### src/rtl/space_inv_pkg.sv
// Shared types and screen constants for the space-invaders display pipeline.
package space_inv_pkg;
    typedef enum logic [1:0] {IDLE, FLYING, COOLDOWN} proj_state_t;

    localparam int SCREEN_W = 640;
    localparam int SCREEN_H = 480;

    typedef logic signed [10:0] coord_t;
endpackage

### src/rtl/frame_tick_counter.sv
// 8-bit frame-tick down-counter: load wins over tick, holds at zero.
module frame_tick_counter (
    input  logic       clk,
    input  logic       reset,
    input  logic       load,
    input  logic [7:0] load_val,
    input  logic       tick,
    output logic       zero
);
    logic [7:0] count;

    always_ff @(posedge clk or posedge reset) begin
        if (reset)
            count <= 8'd0;
        else if (load)
            count <= load_val;
        else if (tick && count != 8'd0)
            count <= count - 8'd1;
    end

    assign zero = (count == 8'd0);
endmodule

### src/rtl/projectile_motion_ctrl.sv
// Single-projectile life cycle: launch at the shooter, move once per frame,
// kill on hit or screen exit, then hold off re-arming for a frame cooldown.
module projectile_motion_ctrl
    import space_inv_pkg::*;
#(
    parameter bit DIR_UP          = 1'b1,
    parameter int SPEED           = 4,
    parameter int SPAWN_OFFSET_X  = 14,
    parameter int SPAWN_OFFSET_Y  = 32,
    parameter int PROJ_HEIGHT     = 32,
    parameter int SCREEN_H        = 480,
    parameter int COOLDOWN_FRAMES = 8
) (
    input  logic   clk,
    input  logic   reset,
    input  logic   startOfFrame,
    input  logic   fire_req,
    input  coord_t shooter_x,
    input  coord_t shooter_y,
    input  logic   collision,
    output coord_t proj_x,
    output coord_t proj_y,
    output logic   active,
    output logic   fire_ack,
    output logic   shot_done
);
    localparam logic signed [11:0] SPEED_S  = 12'(SPEED);
    localparam logic signed [11:0] HEIGHT_S = 12'(PROJ_HEIGHT);
    localparam logic signed [11:0] SCR_H_S  = 12'(SCREEN_H);
    localparam coord_t             OFF_X    = 11'(SPAWN_OFFSET_X);
    localparam coord_t             OFF_Y    = 11'(SPAWN_OFFSET_Y);

    proj_state_t state, state_nxt;
    coord_t      x_nxt, y_nxt;
    logic        active_nxt, ack_nxt, done_nxt;
    logic        cd_load, cd_zero;

    // 12-bit move so the exit compare never sees a wrapped coordinate
    logic signed [11:0] y_ext, y_moved;
    logic               exit_hit;
    assign y_ext    = {proj_y[10], proj_y};
    assign y_moved  = DIR_UP ? (y_ext - SPEED_S) : (y_ext + SPEED_S);
    assign exit_hit = DIR_UP ? ((y_moved + HEIGHT_S) <= 12'sd0) : (y_moved >= SCR_H_S);

    frame_tick_counter u_cooldown (
        .clk      (clk),
        .reset    (reset),
        .load     (cd_load),
        .load_val (8'(COOLDOWN_FRAMES)),
        .tick     (startOfFrame && state == COOLDOWN),
        .zero     (cd_zero)
    );

    always_ff @(posedge clk or posedge reset) begin
        if (reset) begin
            state     <= IDLE;
            proj_x    <= '0;
            proj_y    <= '0;
            active    <= 1'b0;
            fire_ack  <= 1'b0;
            shot_done <= 1'b0;
        end else begin
            state     <= state_nxt;
            proj_x    <= x_nxt;
            proj_y    <= y_nxt;
            active    <= active_nxt;
            fire_ack  <= ack_nxt;
            shot_done <= done_nxt;
        end
    end

    always_comb begin
        state_nxt = state;
        case (state)
            IDLE:     if (fire_req) state_nxt = FLYING;
            FLYING:   if (collision || (startOfFrame && exit_hit)) state_nxt = COOLDOWN;
            COOLDOWN: if (cd_zero) state_nxt = IDLE;
            default:  state_nxt = IDLE;
        endcase
    end

    // Collision is checked before the frame move so a hit freezes the position
    always_comb begin
        x_nxt      = proj_x;
        y_nxt      = proj_y;
        active_nxt = active;
        ack_nxt    = 1'b0;
        done_nxt   = 1'b0;
        cd_load    = 1'b0;
        case (state)
            IDLE: if (fire_req) begin
                x_nxt      = shooter_x + OFF_X;
                y_nxt      = DIR_UP ? (shooter_y - OFF_Y) : (shooter_y + OFF_Y);
                active_nxt = 1'b1;
                ack_nxt    = 1'b1;
            end
            FLYING: begin
                if (collision) begin
                    active_nxt = 1'b0;
                    done_nxt   = 1'b1;
                    cd_load    = 1'b1;
                end else if (startOfFrame) begin
                    y_nxt = y_moved[10:0];
                    if (exit_hit) begin
                        active_nxt = 1'b0;
                        done_nxt   = 1'b1;
                        cd_load    = 1'b1;
                    end
                end
            end
            default: ;
        endcase
    end
endmodule

### config.mk
export PLATFORM = sky130hd
export DESIGN_NAME = projectile_motion_ctrl
export DESIGN_NICKNAME = d
export VERILOG_FILES = /design/src/rtl/space_inv_pkg.sv /design/src/rtl/frame_tick_counter.sv /design/src/rtl/projectile_motion_ctrl.sv
export SDC_FILE = /design/constraint.sdc
export NUM_CORES = 1
export LEC_CHECK = 0
export CAP_MARGIN = 10
export CORE_ASPECT_RATIO = 0.9
export CORE_MARGIN = 5
export CORE_UTILIZATION = 60
export DETAILED_ROUTE_END_ITERATION = 8
export DONT_BUFFER_PORTS = 1
export GPL_ROUTABILITY_DRIVEN = 1
export PLACE_DENSITY = 0.76
export RECOVER_POWER = 25
export SYNTH_ARGS = -nofsm -noshare
export SYNTH_HDL_FRONTEND = slang
export SYNTH_SLANG_ARGS = --single-unit
export TNS_END_PERCENT = 30
### constraint.sdc
create_clock -name clk -period 4.75 [get_ports clk]
set_clock_uncertainty 0.05 [all_clocks]
set_input_delay 0.95 -clock clk [delete_from_list [all_inputs] [get_ports clk]]
set_output_delay 0.95 -clock clk [all_outputs]
set_load 0.02 [all_outputs]
==> key figures, run 1 <==
STA
  – Fin crit share: 73.7%
  – Final Hold Viols: 0
  – Final Slew Violations: 36
  – Max Freq: 286 MHz
  – Unrepaired setup endpoints after global routing: false
  – Min Tclk post-route: 3.50 ns
  – Setup-failing EPs final: 0
  – Worst slew margin: -18.6%
  – Post-Route Setup TNS: 0 ns
  – Worst-Margin Slew: 1.78 ns

Yosys
  – Synth Area in Adders: 3.99%
  – FF+latch count, synth: 35
  – Top FF cell, synth: dfrtp_1
  – Simple-gate share of the synthesized area: 25.8%
  – Top post-synthesis cells by area: dfrtp_1 40%, nand2_1 6.8%, xor2_1 5.2%, o21ai_0 4.8%, ha_1 4.0%
  – Register area share after synthesis: 39.9%
  – Synthesized instance count: 258
  – Most frequent cell after synthesis: nand2_1
  – Synthesized area per cell: 8.51 sq um
  – Post-synth top area cell: dfrtp_1
  – Post-synth ARST share: 100%
  – Synth Cell Area: 2200 sq um
  – Synth Area in Compound Gates: 15.6%
  – Yosys cell types: 49
  – EDFF count, synth: 0
  – Mapped Nets: 292
  – Largest family of logic cells by synthesized area: simple AND/OR/NAND/NOR gates
  – Synth Area in XOR/XNOR: 9.17%
  – YS warnings: 0
  – Share of the synthesized area in the top cell type: 39.9%
  – Synth top cells by count: 40 x nand2_1, 35 x dfrtp_1, 21 x o21ai_0, 17 x nor3_1, 15 x nor2_1
  – Post-synthesis mux area share: 0.456%

Clocking
  – Clk slew on worst S/H paths: 0.07 ns
  – Setup bufs post-CTS: 0
  – Worst skew pair latency: 0.29 ns
  – CTS tree: built
  – H-tree levels: 2
  – Post_cts resized: 0
  – CTS root buf: clkbuf_8
  – Sink Count: 35
  – Cts hold-fix bufs: 0
  – Bufs on Longest Clock Path: 2
  – Num CTS Buffers: 5

Setup path
  – Crit path launch type: flop
  – Most used cell, CP: ha_1
  – Critical path buffers and inverters: 1
  – Setup Crit Path Kind: reg -> reg
  – CP Cell Sequence: inv_1, ha_1, nor3b_1, xor2_1, ha_1, o21ai_1, or4_1, or3_1, a21oi_2, nor3_1
  – Crit path max fanout: 11
  – Crit path DAT: 3.59 ns
  – Crit. End Element: flop
  – Crit path largest cell delay: 0.52 ns
  – Delay-heaviest family, CP: simple AND/OR/NAND/NOR gates
  – Critical Path RT: 4.84 ns
  – Slowest CP cell: or4_1

Die
  – Total Die Area: 4970 sq um
  – Cell Rows: 20
  – Die Y: 67.4 um
  – Core ar.: 3450 sq um
  – Ports: 52
  – Starting Density: 63.6%
  – Die width: 73.8 um

Global route
  – First-pass GRT wire length: 7940 um
  – Tot GR Track Use: 20.9%
  – Via count of the first global-routing pass: 1,683
  – Initial antenna violation count: 0
  – Largest net degree at the start of global routing: 36
  – Gr ovfl total: 0

Power
  – Tot Pwr: 1.54 mW
  – Pleak: 0.981 nW
  – P_int: 789 uW
  – Clock Power Share: 13.1%
  – Sequential Power Share: 47.7%
  – Sw Pwr: 753 uW
  – Worst VDD drop: 0.323 mV
  – Comb power frac: 39.1%
  – Switching Share: 48.8%
  – PwrDens: 677 nW/um^2

Route
  – Antenna Nets Post-Route: 0
  – DR WL/cell: 15.6 um
  – Vias per cell: 5.90
  – First-pass detailed-route iteration total: 4
  – Via count: 1,769
  – DRC: 0
  – Post-Route WL: 4690 um
  – 1st-iter DRT viols: 112

Hold path
  – HP Class: reg -> reg

Finish
  – Storage element area: 876 sq um
  – Area grow syn2layout: 3.70%
  – Final nets: 289
  – Ratio of cells with drive above 1 in the final layout: 4.69%
  – Fillers: 297
  – Antenna Cells: 0
  – Multi-input gate area in the final layout: 1210 sq um

Place
  – GPL Wtd Cong: 0.861
  – Number of buffers added on ports: 0
  – HPWL Detailed: 3470 um

Flow run
  – Maxcap violations: 1

Status
  – Failing checks: capacitance limit, slew limit
  – Status: finished with violations
## metal layers
metal / GRT usage [%] / up-vias / wire length, um
met2: 31.4 / 64 / 2070
li1: - / 892 / -
met4: 6.11 / 0 / 55
met5: 0 / - / 0
met3: 7.29 / 6 / 437
met1: 28.6 / 807 / 2120
## sequential cells by signal, summed over array words and instances (netlist names)
signal            cells
active                1
fire_ack              1
state                 2
proj_x               11
u_cooldown.count      8
shot_done             1
proj_y               11
## worst register-to-register path: stages (launching register included)
cell and delay, ns:
dfrtp_1 0.48, inv_1 0.14, ha_1 0.24, nor3b_1 0.49
xor2_1 0.20, ha_1 0.20, o21ai_1 0.14, or4_1 0.52
or3_1 0.35, a21oi_2 0.41, nor3_1 0.13
## layout by cell type, fill, tap and decap left out, types with 3 or more instances in the layout
cell type  count
or3_1          5
xor2_1        13
o21ai_1        3
nand2b_1       7
nor2b_1        4
inv_1         13
nand4_1        4
nor3_1        17
nor2_1        15
dfrtp_1       35
a21oi_1       11
nand2_1       40
nor4_1         4
o21ai_0       21
nor3b_1        3
xnor2_1       10
clkbuf_1       3
nand3_1        3
clkbuf_8       5
ha_1           7
## path summary, 6_finish.rpt
check                                         start                  end  slack, ns  cells after the start
max in group asynchronous                     reset            proj_y[7]       2.48                      2
worst max-delay path                      proj_y[3]  u_cooldown.count[6]       1.25                     10
worst max register to register            proj_y[3]  u_cooldown.count[6]       1.25                     10
min in group asynchronous                     reset            proj_y[1]       1.14                      2
worst min-delay path            u_cooldown.count[4]  u_cooldown.count[4]       0.53                      2
worst min register to register  u_cooldown.count[4]  u_cooldown.count[4]       0.53                      2
## area by class of cell
type / instances / share of cell area (%)
Multi-Input combinational cell: 198 / 53.1
Sequential cell: 35 / 38.5
Clock buffer: 7 / 3.35
Tap cell: 44 / 2.42
Inverter: 14 / 2.31
Clock inverter: 1 / 0.220
Timing Repair Buffer: 1 / 0.165
## power groups by stage
stage	Clock, mW	Combinational [mW]	Sequential, mW
floorplan	0	0.545	0.668
global placement	0	0.581	0.737
detailed placement	0	0.596	0.740
CTS	0.206	0.603	0.736
global route	0.221	0.681	0.764
finish	0.203	0.604	0.736
## cell families (layout without fill, tap and decap cells)
family	after synthesis	count (layout)
flip-flops	35	35
buffers and inverters	25	23
XOR/XNOR	23	23
AO/OA/AOI/OAI	55	55
AND/OR/NAND/NOR	112	112
multiplexers	1	1
adder cells (fa/ha/maj)	7	7
## stage by stage
| step | setup slack [ns] | cells | util [%] | area [sq um] | hold slack [ns] |
|---|---|---|---|---|---|
| global route | 1.05 | 300 | 65.9 | 2280 | 0.549 |
| finish | 1.25 | 300 | 65.9 | 2280 | 0.527 |
| global placement | 1.40 | 292 | 63.7 | 2200 | 0.517 |
| detailed placement | 1.33 | 292 | 63.7 | 2200 | 0.518 |
| CTS | 1.26 | 300 | 66.1 | 2280 | 0.528 |
| floorplan | 1.75 | 258 | - | 2200 | 0.490 |
Power figures use the tool's default switching activity.
==> run 2: changes to the inputs <==
==> constraint.sdc (replaced) <==
create_clock -name clk -period 3.63 [get_ports clk]
set_clock_uncertainty 0.05 [all_clocks]
set_input_delay 0.726 -clock clk [delete_from_list [all_inputs] [get_ports clk]]
set_output_delay 0.726 -clock clk [all_outputs]
set_load 0.02 [all_outputs]
==> run 2 against run 1 <==
- the run now ends clean
- worst setup slack worse by 0.93 ns
- core utilization up 0.54 points
- combinational power is 40% higher
- maximum frequency rose by 5.7%
- final area grew 0.82%
- largest cell class unchanged
- highest routed layer unchanged
==> key figures, run 2 (synthesized netlist as in run 1, its figures left out) <==
Status
  – Status: finished clean

Route
  – DR WL/cell: 15.8 um (+1.1%)
  – Vias per cell: 5.97 (+1.2%)
  – First-pass detailed-route iteration total: 4 (unchanged)
  – Via count: 1,796 (+1.5%)
  – 1st-iter DRT viols: 207 (+85%)
  – Antenna Nets Post-Route: 0 (unchanged)
  – DRC: 0 (unchanged)
  – Post-Route WL: 4750 um (+1.5%)

STA
  – Setup-failing EPs final: 0 (unchanged)
  – Final Slew Violations: 0 (-100%)
  – Final Hold Viols: 0 (unchanged)
  – Min Tclk post-route: 3.31 ns (-0.188 ns)
  – Post-Route Setup TNS: 0 ns (unchanged)
  – Unrepaired setup endpoints after global routing: false
  – Worst-Margin Slew: 1.03 ns (-0.750 ns)
  – Fin crit share: 91.3% (+18 points)
  – Final WS setup: 0.317 ns (-0.932 ns)
  – Worst slew margin: 31.4% (+50 points)
  – Max Freq: 302 MHz (+5.7%)

Finish
  – Most frequent cells in the layout: 40 x nand2_1, 35 x dfrtp_1, 21 x o21ai_0
  – Antenna Cells: 0 (unchanged)
  – Commonest non-fill, non-tap cell in the layout: nand2_1
  – Ratio of cells with drive above 1 in the final layout: 5.84% (+1.1 points)
  – Biggest regs: proj_x (11), proj_y (11), u_cooldown.count (8)
  – Area grow syn2layout: 4.56%
  – Final nets: 292 (+1.0%)
  – Fillers: 299 (+0.67%)

Setup path
  – Crit path DAT: 3.39 ns (-0.20 ns)
  – Crit path launch type: flop
  – Setup slack, reg-to-reg: 0.32 ns (-0.93 ns)
  – Crit path max fanout: 11 (unchanged)
  – Critical Path RT: 3.71 ns (-1.13 ns)
  – CP Cell Sequence: inv_1, ha_1, nor3b_2, xor2_1, ha_1, o21ai_1, or4_1, or3_1, a21oi_2, o21ai_1
  – Crit path largest cell delay: 0.51 ns (about the same)
  – Slowest CP cell: or4_1
  – Setup Crit Path Kind: reg -> reg
  – Crit. End Element: flop

Flow run
  – Maxcap violations: 0 (-1)

Place
  – Number of buffers added on ports: 0 (unchanged)
  – Place WS: 0.229 ns (-1.10 ns)
  – GPL Wtd Cong: 0.872 (+1.3%)
  – HPWL Detailed: 3550 um (+2.2%)

Global route
  – Tot GR Track Use: 20.7% (-0.20 points)
  – Largest net degree at the start of global routing: 29 (-19%)
  – First-pass GRT wire length: 7890 um (-0.69%)
  – Gr ovfl total: 0 (unchanged)
  – Initial antenna violation count: 0 (unchanged)
  – Via count of the first global-routing pass: 1,672 (-0.65%)

Clocking
  – CTS tree: built
  – Sink Count: 35 (unchanged)
  – H-tree levels: 2 (unchanged)
  – Worst skew pair latency: 0.28 ns (about the same)
  – CTS root buf: clkbuf_8
  – Cts hold-fix bufs: 0 (unchanged)
  – Num CTS Buffers: 5 (unchanged)
  – Bufs on Longest Clock Path: 2 (unchanged)
  – Clk slew on worst S/H paths: 0.06 ns (about the same)

Hold path
  – HP Class: in -> reg

Die
  – Core ar.: 3450 sq um (unchanged)
  – Die Y: 67.4 um (unchanged)
  – Die width: 73.8 um (unchanged)
  – Cell Rows: 20 (unchanged)
  – Starting Density: 63.6% (unchanged)
  – Total Die Area: 4970 sq um (unchanged)
  – Ports: 52 (unchanged)

Power
  – PwrDens: 885 nW/um^2 (+31%)
  – Worst VDD drop: 0.418 mV (+29%)
  – Pleak: 0.993 nW (+1.2%)
run 2: metal layers:
layer | up-vias | global-route usage [%] | routed length, um
met5 | - | 0 | 0
met4 | 0 | 5.43 | 36
met3 | 5 | 6.70 | 403
li1 | 894 | - | -
met2 | 58 | 29.3 | 2130
met1 | 839 | 30.5 | 2190
run 2: cell type report:
cell class              instances  area [sq um]  area share, %
flip-flops and latches         35           876           38.1
repair buffers                  4          26.3           1.14
multi-input cells             198          1210           52.9
inverters                      14          52.6           2.29
well taps                      44          55.1           2.40
clock buffers                   6          72.6           3.16
run 2: timing repair:
action | CTS | global route
gates resized for setup | 0 | 1
buffers inserted | 0 | 0
endpoints found under the setup margin | 0 | 1
run 2: report_power, final:
part / switching (mW) / internal [mW] / total, mW
sequential: 0.372 / 0.567 / 0.939
combinational: 0.495 / 0.348 / 0.844
clock: 0.120 / 0.128 / 0.248
run 2: worst paths after layout:
check,start,to,cells past startpoint
worst min register to register,u_cooldown.count[6],u_cooldown.count[6],2
worst max-delay path,proj_y[3],active,10
max in group asynchronous,reset,proj_y[3],2
worst min-delay path,collision,state[0],1
min in group asynchronous,reset,proj_x[2],1
worst max register to register,proj_y[3],active,10
run 2: through the flow:
step / std cells / power (mW) / cell area [sq um] / util (%) / hold WS [ns]
2_1_floorplan: 258 / 1.59 / 2200 / - / 0.490
3_3_place_gp: 295 / 1.75 / 2220 / 64.3 / 0.517
3_5_place_dp: 295 / 1.78 / 2220 / 64.3 / 0.521
4_1_cts: 301 / 2.04 / 2290 / 66.4 / 0.490
5_1_grt: 301 / 2.20 / 2300 / 66.5 / 0.492
6_report: 301 / 2.03 / 2300 / 66.5 / 0.493
run 2: worst max-delay path, delay by kind of cell, from the launching register on:
family                   cells  cell delay [ns]
adder cells (fa/ha/maj)      2             0.43
flip-flops                   1             0.48
AND/OR/NAND/NOR              3             1.20
XOR/XNOR                     1             0.18
AO/OA/AOI/OAI                3             0.68
buffers and inverters        1             0.14
==> run 3: changes to the inputs <==
--- a/config.mk
+++ b/config.mk
@@ -6,13 +6,15 @@
 export NUM_CORES = 1
 export LEC_CHECK = 0
 export CAP_MARGIN = 10
+export CELL_PAD_IN_SITES_DETAIL_PLACEMENT = 1
+export CELL_PAD_IN_SITES_GLOBAL_PLACEMENT = 1
 export CORE_ASPECT_RATIO = 0.9
 export CORE_MARGIN = 5
-export CORE_UTILIZATION = 60
+export CORE_UTILIZATION = 46
 export DETAILED_ROUTE_END_ITERATION = 8
 export DONT_BUFFER_PORTS = 1
 export GPL_ROUTABILITY_DRIVEN = 1
-export PLACE_DENSITY = 0.76
+export PLACE_DENSITY_LB_ADDON = 0.1
 export RECOVER_POWER = 25
 export SYNTH_ARGS = -nofsm -noshare
 export SYNTH_HDL_FRONTEND = slang
==> run 3 against run 2 <==
- the run now ends with capacitance limit, slew limit left
- sequential power up 1%
- global-route usage is 1.2 points lower
- total power grew 6.8%
- largest power group unchanged
- maximum frequency decreased by 0.65%
==> key figures, run 3 (synthesized netlist as in run 1, its figures left out) <==
Hold path
  – Worst hold path startpoint: shooter_x[0]
  – Hold path depth: 2 (+1)
  – HP Class: in -> reg

Place
  – HPWL Detailed: 4310 um (+21%)
  – Placed inst area: 2250 sq um (+1.4%)
  – GPL Wtd Cong: 0.812 (-6.8%)
  – Number of buffers added on ports: 0 (unchanged)

Power
  – Switching Share: 48.1% (-0.49 points)
  – Worst VDD drop: 0.347 mV (-17%)
  – Pleak: 1.01 nW (+1.7%)
  – Sw Pwr: 1.04 mW (+5.7%)
  – Sequential Power Share: 43.9% (-2.4 points)
  – P_int: 1.12 mW (+7.8%)
  – Comb power frac: 40.3% (-1.2 points)
  – Clock Power Share: 15.8% (+3.6 points)
  – PwrDens: 923 nW/um^2 (+4.3%)

Clocking
  – Cts hold-fix bufs: 0 (unchanged)
  – Sink Count: 35 (unchanged)
  – Post_cts resized: 0 (unchanged)
  – Num CTS Buffers: 5 (unchanged)
  – Worst skew pair latency: 0.29 ns (about the same)
  – CTS root buf: clkbuf_8
  – H-tree levels: 2 (unchanged)
  – Clk slew on worst S/H paths: 0.07 ns (about the same)
  – CTS tree: built
  – Setup bufs post-CTS: 0 (unchanged)
  – Bufs on Longest Clock Path: 2 (unchanged)

Setup path
  – Reg2Reg Depth: 10 (unchanged)
  – Critical Path RT: 3.73 ns (+0.02 ns)
  – CP Cell Sequence: inv_1, ha_1, nor3b_1, xor2_1, ha_1, o21ai_1, or4_1, or3_1, a21oi_2, nor3_1
  – Crit path DAT: 3.43 ns (+0.04 ns)
  – Setup Crit Path Kind: reg -> reg
  – CP endpoint: u_cooldown.count[5]
  – Crit path max fanout: 11 (unchanged)
  – Crit path launch type: flop
  – FF-to-FF Start: proj_y[3]
  – Most used cell, CP: ha_1
  – Slowest CP cell: or4_1
  – Reg2reg end: u_cooldown.count[5]
  – Crit. End Element: flop
  – Crit path largest cell delay: 0.51 ns (about the same)
  – Setup slack, reg-to-reg: 0.30 ns (-0.02 ns)
  – Critical path origin: proj_y[3]

STA
  – Min Tclk post-route: 3.33 ns (+0.0218 ns)
  – Final Hold Viols: 0 (unchanged)
  – Setup-failing EPs final: 0 (unchanged)
  – Worst-Margin Slew: 1.90 ns (+0.871 ns)
  – Post-Route Setup TNS: 0 ns (unchanged)
  – Worst slew margin: -26.6% (-58 points)
  – Max Freq: 300 MHz (-0.65%)
  – Unrepaired setup endpoints after global routing: false
  – Fin crit share: 91.9% (+0.60 points)
  – Final Slew Violations: 36 (+36)

Route
  – DRC: 0 (unchanged)
  – Post-Route WL: 5840 um (+23%)
  – Via count: 1,865 (+3.8%)
  – Vias per cell: 5.81 (-2.6%)
  – First-pass detailed-route iteration total: 4 (unchanged)
  – 1st-iter DRT viols: 85 (-59%)
  – Antenna Nets Post-Route: 0 (unchanged)
  – DR WL/cell: 18.2 um (+15%)

Finish
  – Biggest regs: proj_x (11), proj_y (11), u_cooldown.count (8)
  – Final nets: 293 (+0.34%)
  – Ratio of cells with drive above 1 in the final layout: 6.18% (+0.34 points)
  – Post-Route Utilization: 51.7% (-15 points)
  – Commonest non-fill, non-tap cell in the layout: nand2_1
  – Fillers: 563 (+88%)
  – Most frequent cells in the layout: 40 x nand2_1, 35 x dfrtp_1, 21 x o21ai_0
  – Post-route cell area: 2350 sq um (+2.4%)
  – Antenna Cells: 0 (unchanged)
  – Area grow syn2layout: 7.07%

Die
  – Core ar.: 4550 sq um (+32%)
  – Die width: 82.8 um (+12%)
  – Die Y: 75.5 um (+12%)
  – Total Die Area: 6260 sq um (+26%)
  – Cell Rows: 23 (+15%)
  – Ports: 52 (unchanged)
  – Starting Density: 48.3% (-15 points)

Global route
  – First-pass GRT wire length: 9580 um (+21%)
  – Gr ovfl total: 0 (unchanged)
  – Via count of the first global-routing pass: 1,902 (+14%)
  – Tot GR Track Use: 19.6% (-1.2 points)
  – Largest net degree at the start of global routing: 36 (+24%)
  – Initial antenna violation count: 0 (unchanged)

Status
  – Status: finished with violations
  – Failing checks: capacitance limit, slew limit

Flow run
  – Maxcap violations: 1 (+1)
[run 3: cell types whose count changed in the layout (fill, tap and decap cells not counted), sizes merged]
cell,previous run,this run
buf,3,4
bufinv,0,1
[run 3: through the flow]
step	setup WS, ns	power (mW)	instances	hold slack [ns]
2_1_floorplan	0.628	1.59	258	0.490
3_3_place_gp	0.438	1.79	314	0.515
3_5_place_dp	0.320	1.84	314	0.519
4_1_cts	0.286	2.19	321	0.385
5_1_grt	0.0297	2.34	321	0.482
6_report	0.295	2.17	321	0.488
[run 3: worst min path at each step]
stage	slack, ns	end
6_report	0.49	proj_x[0]
5_1_grt	0.48	state[0]
4_1_cts	0.38	proj_y[0]
3_5_place_dp	0.52	u_cooldown.count[4]
3_3_place_gp	0.52	u_cooldown.count[4]
2_1_floorplan	0.49	u_cooldown.count[4]
[run 3: area by class of cell]
class                   count  area [sq um]  share of cell area [%]
clock buffers               6          72.6                    3.09
clock inverters             1          30.0                    1.28
inverters                  14          52.6                    2.24
multi-input cells         198          1210                    51.4
flip-flops and latches     35           876                    37.3
well taps                  62          77.6                    3.30
repair buffers              5          33.8                    1.44
[run 3: per-layer routing]
layer | GRT usage (%) | share of wire [%] | up-vias
met2 | 30.7 | 44 | 48
met4 | 7.08 | 1.2 | 0
met1 | 26.1 | 47 | 914
met5 | 0 | 0 | -
met3 | 5.73 | 6.9 | 7
li1 | - | - | 896
[run 3: power by group through the flow]
stage	logic, mW	clock network (mW)	registers (mW)
6_report	0.874	0.343	0.952
5_1_grt	0.982	0.374	0.981
4_1_cts	0.882	0.356	0.956
3_5_place_dp	0.875	0	0.961
3_3_place_gp	0.835	0	0.955
2_1_floorplan	0.713	0	0.874
[run 3: critical path, delay by kind of cell, from the launching register on]
kind                     cells  cell delay, ns
adder cells (fa/ha/maj)      2            0.45
AO/OA/AOI/OAI                2            0.55
AND/OR/NAND/NOR              4            1.31
XOR/XNOR                     1            0.19
buffers and inverters        1            0.15
flip-flops                   1            0.49
